[src/rtl/alu_logic_operand_seq_if.sv]
// Bus bundle between the operand sequencer, the MCU data bus, the bitwise
// logic unit and the downstream result consumer.
//   in_data/in_valid/in_ready        : two-beat operand bus (A then B)
//   opa/opb/lu_res                   : operands to and result from the logic unit
//   result/zero/ones/out_valid/out_ready : registered result with flags
//   op_count                         : completed-operation debug counter
// slave  : view used by the sequencer
// master : view used by whatever drives the bus and the logic unit
interface alu_logic_operand_seq_if #(
    parameter int unsigned WIDTH = 16,
    parameter int unsigned CNT_W = 8
) ();
    logic [WIDTH-1:0] in_data;
    logic             in_valid;
    logic             in_ready;
    logic [WIDTH-1:0] opa;
    logic [WIDTH-1:0] opb;
    logic [WIDTH-1:0] lu_res;
    logic [WIDTH-1:0] result;
    logic             zero;
    logic             ones;
    logic             out_valid;
    logic             out_ready;
    logic [CNT_W-1:0] op_count;

    modport slave (
        input  in_data, in_valid, lu_res, out_ready,
        output in_ready, opa, opb, result, zero, ones, out_valid, op_count
    );

    modport master (
        output in_data, in_valid, lu_res, out_ready,
        input  in_ready, opa, opb, result, zero, ones, out_valid, op_count
    );
endinterface

[src/rtl/alu_logic_operand_seq.sv]
// Operand sequencer for the 16-bit bitwise logic unit.
// Collects A then B from the data bus, holds them stable to the logic unit,
// registers the unit's result with ZERO/ONES flags and hands it downstream.
// Ports:
//   clk   : clock, rising edge
//   rst_n : asynchronous active-low reset
//   clr   : synchronous abort back to idle (beats in flight are dropped)
//   bus   : slave view of alu_logic_operand_seq_if (see interface header)
module alu_logic_operand_seq #(
    parameter int unsigned WIDTH = 16,
    parameter int unsigned CNT_W = 8
) (
    input  logic                     clk,
    input  logic                     rst_n,
    input  logic                     clr,
    alu_logic_operand_seq_if.slave   bus
);

    typedef enum logic [1:0] {
        ST_IDLE  = 2'd0,
        ST_GOT_A = 2'd1,
        ST_EXEC  = 2'd2,
        ST_DONE  = 2'd3
    } state_e;

    state_e           state_q,     state_d;
    logic             in_ready_q,  in_ready_d;
    logic [WIDTH-1:0] opa_q,       opa_d;
    logic [WIDTH-1:0] opb_q,       opb_d;
    logic [WIDTH-1:0] result_q,    result_d;
    logic             zero_q,      zero_d;
    logic             ones_q,      ones_d;
    logic             out_valid_q, out_valid_d;
    logic [CNT_W-1:0] op_count_q,  op_count_d;

    // Next-state and datapath; clr overrides any transfer in the same cycle.
    always_comb begin
        state_d     = state_q;
        opa_d       = opa_q;
        opb_d       = opb_q;
        result_d    = result_q;
        zero_d      = zero_q;
        ones_d      = ones_q;
        out_valid_d = out_valid_q;
        op_count_d  = op_count_q;

        if (clr) begin
            state_d     = ST_IDLE;
            out_valid_d = 1'b0;
        end else begin
            unique case (state_q)
                ST_IDLE: begin
                    if (bus.in_valid && in_ready_q) begin
                        opa_d   = bus.in_data;
                        state_d = ST_GOT_A;
                    end
                end
                ST_GOT_A: begin
                    if (bus.in_valid && in_ready_q) begin
                        opb_d   = bus.in_data;
                        state_d = ST_EXEC;
                    end
                end
                ST_EXEC: begin
                    result_d    = bus.lu_res;
                    zero_d      = (bus.lu_res == '0);
                    ones_d      = &bus.lu_res;
                    out_valid_d = 1'b1;
                    state_d     = ST_DONE;
                end
                ST_DONE: begin
                    if (bus.out_ready && out_valid_q) begin
                        out_valid_d = 1'b0;
                        op_count_d  = op_count_q + CNT_W'(1);
                        state_d     = ST_IDLE;
                    end
                end
                default: state_d = ST_IDLE;
            endcase
        end

        // Registered copy of the state decode so in_ready is a flop output.
        in_ready_d = (state_d == ST_IDLE) || (state_d == ST_GOT_A);
    end

    // State and output registers.
    always_ff @(posedge clk or negedge rst_n) begin
        if (!rst_n) begin
            state_q     <= ST_IDLE;
            in_ready_q  <= 1'b1;
            opa_q       <= '0;
            opb_q       <= '0;
            result_q    <= '0;
            zero_q      <= 1'b0;
            ones_q      <= 1'b0;
            out_valid_q <= 1'b0;
            op_count_q  <= '0;
        end else begin
            state_q     <= state_d;
            in_ready_q  <= in_ready_d;
            opa_q       <= opa_d;
            opb_q       <= opb_d;
            result_q    <= result_d;
            zero_q      <= zero_d;
            ones_q      <= ones_d;
            out_valid_q <= out_valid_d;
            op_count_q  <= op_count_d;
        end
    end

    assign bus.in_ready  = in_ready_q;
    assign bus.opa       = opa_q;
    assign bus.opb       = opb_q;
    assign bus.result    = result_q;
    assign bus.zero      = zero_q;
    assign bus.ones      = ones_q;
    assign bus.out_valid = out_valid_q;
    assign bus.op_count  = op_count_q;

endmodule

[src/flat_wrapper.sv]
// flat-port wrapper written by rule: the top's interface ports become plain ports
module alu_logic_operand_seq_flat 
#(
    parameter int unsigned WIDTH = 16,
    parameter int unsigned CNT_W = 8
)
  (clk, rst_n, clr, bus_in_data, bus_in_valid, bus_lu_res, bus_out_ready, bus_in_ready, bus_opa, bus_opb, bus_result, bus_zero, bus_ones, bus_out_valid, bus_op_count);
  alu_logic_operand_seq_if #(.WIDTH(WIDTH), .CNT_W(CNT_W)) bus_i ();
  input  logic clk;
  input  logic rst_n;
  input  logic clr;
  input wire logic [$bits(bus_i.in_data)-1:0] bus_in_data;
  input wire logic [$bits(bus_i.in_valid)-1:0] bus_in_valid;
  input wire logic [$bits(bus_i.lu_res)-1:0] bus_lu_res;
  input wire logic [$bits(bus_i.out_ready)-1:0] bus_out_ready;
  output wire logic [$bits(bus_i.in_ready)-1:0] bus_in_ready;
  output wire logic [$bits(bus_i.opa)-1:0] bus_opa;
  output wire logic [$bits(bus_i.opb)-1:0] bus_opb;
  output wire logic [$bits(bus_i.result)-1:0] bus_result;
  output wire logic [$bits(bus_i.zero)-1:0] bus_zero;
  output wire logic [$bits(bus_i.ones)-1:0] bus_ones;
  output wire logic [$bits(bus_i.out_valid)-1:0] bus_out_valid;
  output wire logic [$bits(bus_i.op_count)-1:0] bus_op_count;
  assign bus_i.in_data = bus_in_data;
  assign bus_i.in_valid = bus_in_valid;
  assign bus_i.lu_res = bus_lu_res;
  assign bus_i.out_ready = bus_out_ready;
  assign bus_in_ready = bus_i.in_ready;
  assign bus_opa = bus_i.opa;
  assign bus_opb = bus_i.opb;
  assign bus_result = bus_i.result;
  assign bus_zero = bus_i.zero;
  assign bus_ones = bus_i.ones;
  assign bus_out_valid = bus_i.out_valid;
  assign bus_op_count = bus_i.op_count;
  alu_logic_operand_seq #(.WIDTH(WIDTH), .CNT_W(CNT_W)) u_core (.clk(clk), .rst_n(rst_n), .clr(clr), .bus(bus_i));
endmodule
[config.mk]
export PLATFORM = sky130hd
export DESIGN_NAME = alu_logic_operand_seq_flat
export DESIGN_NICKNAME = d
export VERILOG_FILES = /design/src/rtl/alu_logic_operand_seq_if.sv /design/src/rtl/alu_logic_operand_seq.sv /design/src/flat_wrapper.sv
export SDC_FILE = /design/constraint.sdc
export NUM_CORES = 1
export LEC_CHECK = 0
export BUFFER_PORTS_ARGS = -buffer_cell sky130_fd_sc_hd__buf_4
export CAP_MARGIN = 20
export CORE_MARGIN = 2
export CORE_UTILIZATION = 44
export DETAILED_ROUTE_END_ITERATION = 10
export PLACE_DENSITY = 0.74
export SYNTH_ARGS = -nofsm -noshare
export SYNTH_HDL_FRONTEND = slang
export SYNTH_SLANG_ARGS = --single-unit
[constraint.sdc]
create_clock -name clk -period 1.7 [get_ports clk]
set_input_delay 0.425 -clock clk [delete_from_list [all_inputs] [get_ports clk]]
set_output_delay 0.425 -clock clk [all_outputs]
set_load 0.02 [all_outputs]
# Yosys cells after proc, flatten, opt, wreduce, memory -nomap -nowiden

Index checks and enable logic that the tools add are counted.

Add/sub/neg operators: 1
Equal/unequal tests: 5
Muxes and demuxes: 8
Bitwise logic cells: 1
Reduce and logical (&&, ||, !) cells: 13

Operator list:

| kind                                                                     | number |
|---|---|
| 16-bit logical NOT                                                       | 1 |
| 16-bit AND reduction                                                     | 1 |
| 3-bit AND reduction                                                      | 3 |
| 8-bit by 1-bit adder with 8-bit output (second input constant)           | 1 |
| 2-bit two-way mux                                                        | 4 |
| 2-bit case mux with 4 select lines                                       | 1 |
| 2-bit by 1-bit == test with 1-bit output (second input constant)         | 2 |
| 2-bit == test (second input constant)                                    | 2 |
| 2-bit logical NOT                                                        | 2 |
| 2-bit AND reduction                                                      | 2 |
| 3-bit by 2-bit inequality test with 1-bit output (second input constant) | 1 |
| 3-bit nonzero test                                                       | 1 |
| 1-bit logical AND                                                        | 2 |
| 1-bit two-way mux                                                        | 2 |
| 1-bit case mux with 2 select lines                                       | 1 |
| 1-bit logical OR                                                         | 1 |
| 1-bit NOT                                                                | 1 |

Bits in registers: 62
Input port bits: 37
Output and inout bits: 60

# Depth between registers and ports, before layout

Depth in word-level cells: 6
Gate-level depth with buffers: 6
Depth with buffers taken out: 4

# Worst setup path after synthesis

OpenSTA, ideal clock, no wires.

Path type: register to register
From: register u_core.in_ready_q, in the netlist u_core.bus.in_ready
To: register u_core.opa_q[0], in the netlist u_core.bus.opa[0]
Arrival: 1587 ps
Path slack: -12 ps
Stages on the path, launching flop included: 6
Path buffers: 2
Cell sequence: dfstp_2 > nand3b_4 > or3_1 > buf_6 > buf_12 > mux2_4

Longest elaborated chain between the ends: 2

RTL lines:

| item                                 | line                         | source |
|---|---|---|
| start, declared                      | alu_logic_operand_seq.sv:27  | `logic in_ready_q, in_ready_d;` |
| start signal, assigned               | alu_logic_operand_seq.sv:100 | `in_ready_q <= in_ready_d;` |
| 1-bit logical AND                    | alu_logic_operand_seq.sv:53  | `if (bus.in_valid && in_ready_q) begin` |
| 3-bit AND reduction (no source line) | n/a                          |  |
| end signal, assigned                 | alu_logic_operand_seq.sv:101 | `opa_q <= opa_d;` |
| end, declared                        | alu_logic_operand_seq.sv:28  | `logic [WIDTH-1:0] opa_q, opa_d;` |

Every way passes these cells.
A chain may end at the register's enable or synchronous reset.

# Worst setup path in the final report

From: register u_core.in_ready_q, in the netlist u_core.bus.in_ready
To: register u_core.opa_q[15], in the netlist u_core.bus.opa[15]

The elaborated chain is that of the path after synthesis.

==> Implementation_results.wiki <==
{| class="wikitable"
! Metric !! Value
|-
| Post-route antenna net violation count || 0
|-
| Static leakage || roughly 1.8 nW
|-
| Die outline width || ~80 um
|-
| Number of rows created at floorplan || 27
|-
| Buffer type at the clock tree root || sky130_fd_sc_hd__clkbuf_8
|-
| Endpoint required time on the critical path || approximately 1.9 ns
|-
| Number of detailed-route iterations in the first pass || 4
|-
| Hold-critical path depth || 2
|-
| Count of final setup violators || 0
|-
| Yosys reg bits || 62
|-
| Count of final max-slew check failures || 0
|-
| TNS Setup || 0 ns
|-
| Clock transition at the registers of the reported paths || approximately 0.070 ns
|-
| Total die area || roughly 6400 um^2
|-
| Worst rel slew slack || 78.0%
|-
| Routed via count || roughly 1,800
|-
| Worst Clk Skew || around 0.0059 ns
|-
| Kind of cell adding the most delay to the critical path || flip-flops
|-
| Smallest hold slack || 0.317 ns
|-
| Final standard cell count with taps included and fillers excluded || 360
|-
| Post-detail-place hpwl || just under 4000 um
|-
| Post-route cell area || ~3600 um^2
|-
| Number of buffers created by CTS || 9
|-
| Number of buffers on the longest clock path || 2
|-
| Final period demand of the worst path || 1.61 ns
|-
| Post-detailed-placement cell area || around 3400 um^2
|-
| Slowest Stage Delay on Critical Path || 0.55 ns
|-
| Total number of H-tree levels || 3
|-
| Crit path buf inv count || 1
|-
| Top cell type's share of synthesized area || 59.8%
|-
| Number of remaining DRC errors || 0
|-
| Power density of the placed cells || around 1500 nW/um^2
|-
| Post-CTS Resized || 0
|-
| Cell count after synthesis || ~170
|-
| Final Core Density || between 60% and 70%
|-
| Clock insertion delay at the later pin of the skew report || roughly 0.33 ns
|-
| Commonest cells after routing, fill and taps aside || 103 x sky130_fd_sc_hd__buf_4, 61 x sky130_fd_sc_hd__dfrtp_1, 40 x sky130_fd_sc_hd__mux2_2, 11 x sky130_fd_sc_hd__clkbuf_8, 10 x sky130_fd_sc_hd__mux2_4
|-
| Slowest library cell on the worst path || sky130_fd_sc_hd__dfstp_2
|-
| Worst setup path category || reg -> reg
|-
| Cell chain of the critical path || nand3b_4 -> or3_1 -> buf_12 -> mux2_4
|-
| Data arrival time at the worst-slack endpoint || 1.83 ns
|-
| Number of nets in the layout || around 320
|-
| Core box area || 5540 um^2
|-
| Run status || finished clean
|-
| Top cells by area, synth || sky130_fd_sc_hd__dfrtp_1 60%, sky130_fd_sc_hd__mux2_2 18%, sky130_fd_sc_hd__mux2_4 5.9%
|-
| Critical path launch point type || flip-flop
|-
| Area growth from synthesis to final layout || 42.5%
|-
| Count of final hold-check violations || 0
|-
| Total track usage || a little under a fifth
|-
| Placed cells || between 300 and 400
|-
| Starting utilization of the core area || between 40% and 50%
|-
| Number of warnings printed during yosys synthesis || 0
|-
| Number of max-capacitance violations reported || 0
|-
| Hold Path Origin || clr
|-
| Most common library cell in the layout ignoring fill and taps || sky130_fd_sc_hd__buf_4
|-
| Endpoint type of the worst setup path || flip-flop
|-
| First-pass GRT wire length || 8720 um
|-
| Count of buffers added by post-CTS timing repair for setup || 0
|-
| Power, Total || 5.51 mW
|-
| Vias in the first global route || 1,827
|-
| Maximum number of pins on one net before global-route repair || 27
|-
| Fin crit share || ~95%
|-
| Peak fanout along the critical path || 10
|-
| RR Endpoint || u_core.bus.opa[15]
|-
| Number of inserted filler cells in the final layout || 443
|-
| Depth of the most critical reg-to-reg path || 4
|-
| Vertical die dimension || ~80 um
|-
| RD Place Congestion || between 0.7 and 0.8
|-
| Slew of the pin with the lowest slew margin || 0.327 ns
|-
| Number of top-level design ports || 97
|-
| Count of port buffers added during placement || 96
|-
| Synth unique cells || 29
|-
| Routed wire length || between 5000 and 6000 um
|-
| Violation count after the first detailed-route iteration || 110
|-
| RSZ-0062 raised after global routing || false
|-
| Reg2reg start || u_core.bus.in_ready
|-
| Top achievable clock speed || between 600 and 700 MHz
|-
| Library cell occupying the most area in the post-synthesis netlist || sky130_fd_sc_hd__dfrtp_1
|-
| Routed length per instance || 14.7 um
|-
| Clock net sink count || 62
|-
| Post-synthesis average cell area || approximately 15 um^2
|-
| Reg2Reg Setup Slack || slightly below 0.09 ns
|-
| Clock tree from TritonCTS || built
|-
| Total global routing overflow || 0
|-
| Worst hold path endpoint || u_core.state_q[0]
|-
| Worst IR Drop VDD || 865 uV
|-
| Final setup slack of the worst path || roughly 0.087 ns
|-
| DP Worst Slack || around 0.094 ns
|-
| Layout cells sized above 1 || between 60 and 70%
|-
| Number of buffers added to fix hold violations after cts || 1
|-
| Proportion of synthesized chip area in sequential cells || 60.9%
|-
| Syn Nets || 209
|-
| Mapped cell area || between 2000 and 3000 um^2
|-
| Final antenna diode count || 0
|-
| Average via count per standard cell || roughly 5.0
|-
| Worst Hold Class || in -> reg
|-
| Initial antenna violation count || 0
|}
==> power by group <==
| part | switching, mW | total (mW) | leakage [nW] | internal [mW] |
|---|---|---|---|---|
| combinational | 0.985 | 2.03 | 0.918 | 1.04 |
| clock | 0.542 | 1.30 | 0.0996 | 0.756 |
| sequential | 0.250 | 2.19 | 0.764 | 1.94 |
| total | 1.78 | 5.51 | 1.78 | 3.74 |
==> routing by layer <==
layer  share of wire, %  track usage [%]  vias to the layer above
li1                   -                -                      846
met1                 43             22.4                      869
met2                 48             28.7                       72
met3                7.2             4.61                       12
met4                2.4             10.3                        0
met5                  0                0                        -
==> registers in the layout (all words and copies together) (netlist names) <==
signal and count:
u_core.state_q 2, u_core.bus.op_count 8, u_core.bus.in_ready 1, u_core.bus.zero 1, u_core.bus.opa 16, u_core.bus.out_valid 1
u_core.bus.ones 1, u_core.bus.opb 16, u_core.bus.result 16
==> cell type report <==
class                   instances  area (um^2)  share of cell area (%)
repair buffers                107          843                    23.2
multi-input cells             101          940                    25.9
well taps                      72         90.1                    2.48
flip-flops and latches         62         1550                    42.7
inverters                       2         7.51                   0.207
clock inverters                 3         42.5                    1.17
clock buffers                  13          159                    4.37
==> worst reg2reg max path, cell delays in order, from the launching register on <==
cell and delay, ns:
sky130_fd_sc_hd__dfstp_2 0.55, sky130_fd_sc_hd__nand3b_4 0.09, sky130_fd_sc_hd__or3_1 0.37, sky130_fd_sc_hd__buf_12 0.18, sky130_fd_sc_hd__mux2_4 0.30
==> worst max path at each step <==
stage / to / slack [ns] / depth (start not counted) / start
after detailed placement: u_core.bus.opa[15] / 0.09 / 4 / clr
after global routing: u_core.bus.opa[12] / 0.06 / 4 / u_core.bus.in_ready
after CTS: u_core.bus.opa[15] / 0.09 / 4 / u_core.bus.in_ready
final: u_core.bus.opa[15] / 0.09 / 4 / u_core.bus.in_ready
after floorplan: u_core.bus.opa[0] / -0.01 / 5 / u_core.bus.in_ready
after global placement: u_core.bus.opa[5] / 0.11 / 4 / clr
==> cell families after synthesis <==
family	Yosys count	synth area share (%)
adders and majority gates	1	0.490
AOI/OAI and AO/OA	5	1.28
DFF	62	60.9
buffers and inverters	8	2.40
and+or+nand+nor	37	8.63
xor gates and xnor gates	7	2.40
muxes	51	23.9
==> synthesized netlist by cell type <==
cell                       number
sky130_fd_sc_hd__nand2b_1       1
sky130_fd_sc_hd__inv_1          2
sky130_fd_sc_hd__buf_6          1
sky130_fd_sc_hd__mux2_2        40
sky130_fd_sc_hd__a21oi_1        2
sky130_fd_sc_hd__nand2_1        7
sky130_fd_sc_hd__nand3b_1       1
sky130_fd_sc_hd__nor2_1         2
sky130_fd_sc_hd__buf_12         1
sky130_fd_sc_hd__nor2b_1        2
sky130_fd_sc_hd__nor4_1         6
sky130_fd_sc_hd__mux2_4        10
sky130_fd_sc_hd__nor2_2         1
sky130_fd_sc_hd__clkbuf_2       1
sky130_fd_sc_hd__xor2_1         7
sky130_fd_sc_hd__dfrtp_1       61
sky130_fd_sc_hd__mux2i_1        1
sky130_fd_sc_hd__nor3_1         5
sky130_fd_sc_hd__a211oi_1       2
sky130_fd_sc_hd__nand4b_1       2
sky130_fd_sc_hd__nand3b_4       1
sky130_fd_sc_hd__nand4_1        6
sky130_fd_sc_hd__dfstp_2        1
sky130_fd_sc_hd__a21o_1         1
sky130_fd_sc_hd__buf_4          1
sky130_fd_sc_hd__or3_1          1
sky130_fd_sc_hd__nand3_1        2
sky130_fd_sc_hd__ha_1           1
sky130_fd_sc_hd__buf_2          2
Note: power is estimated with default switching activity, not from simulation.
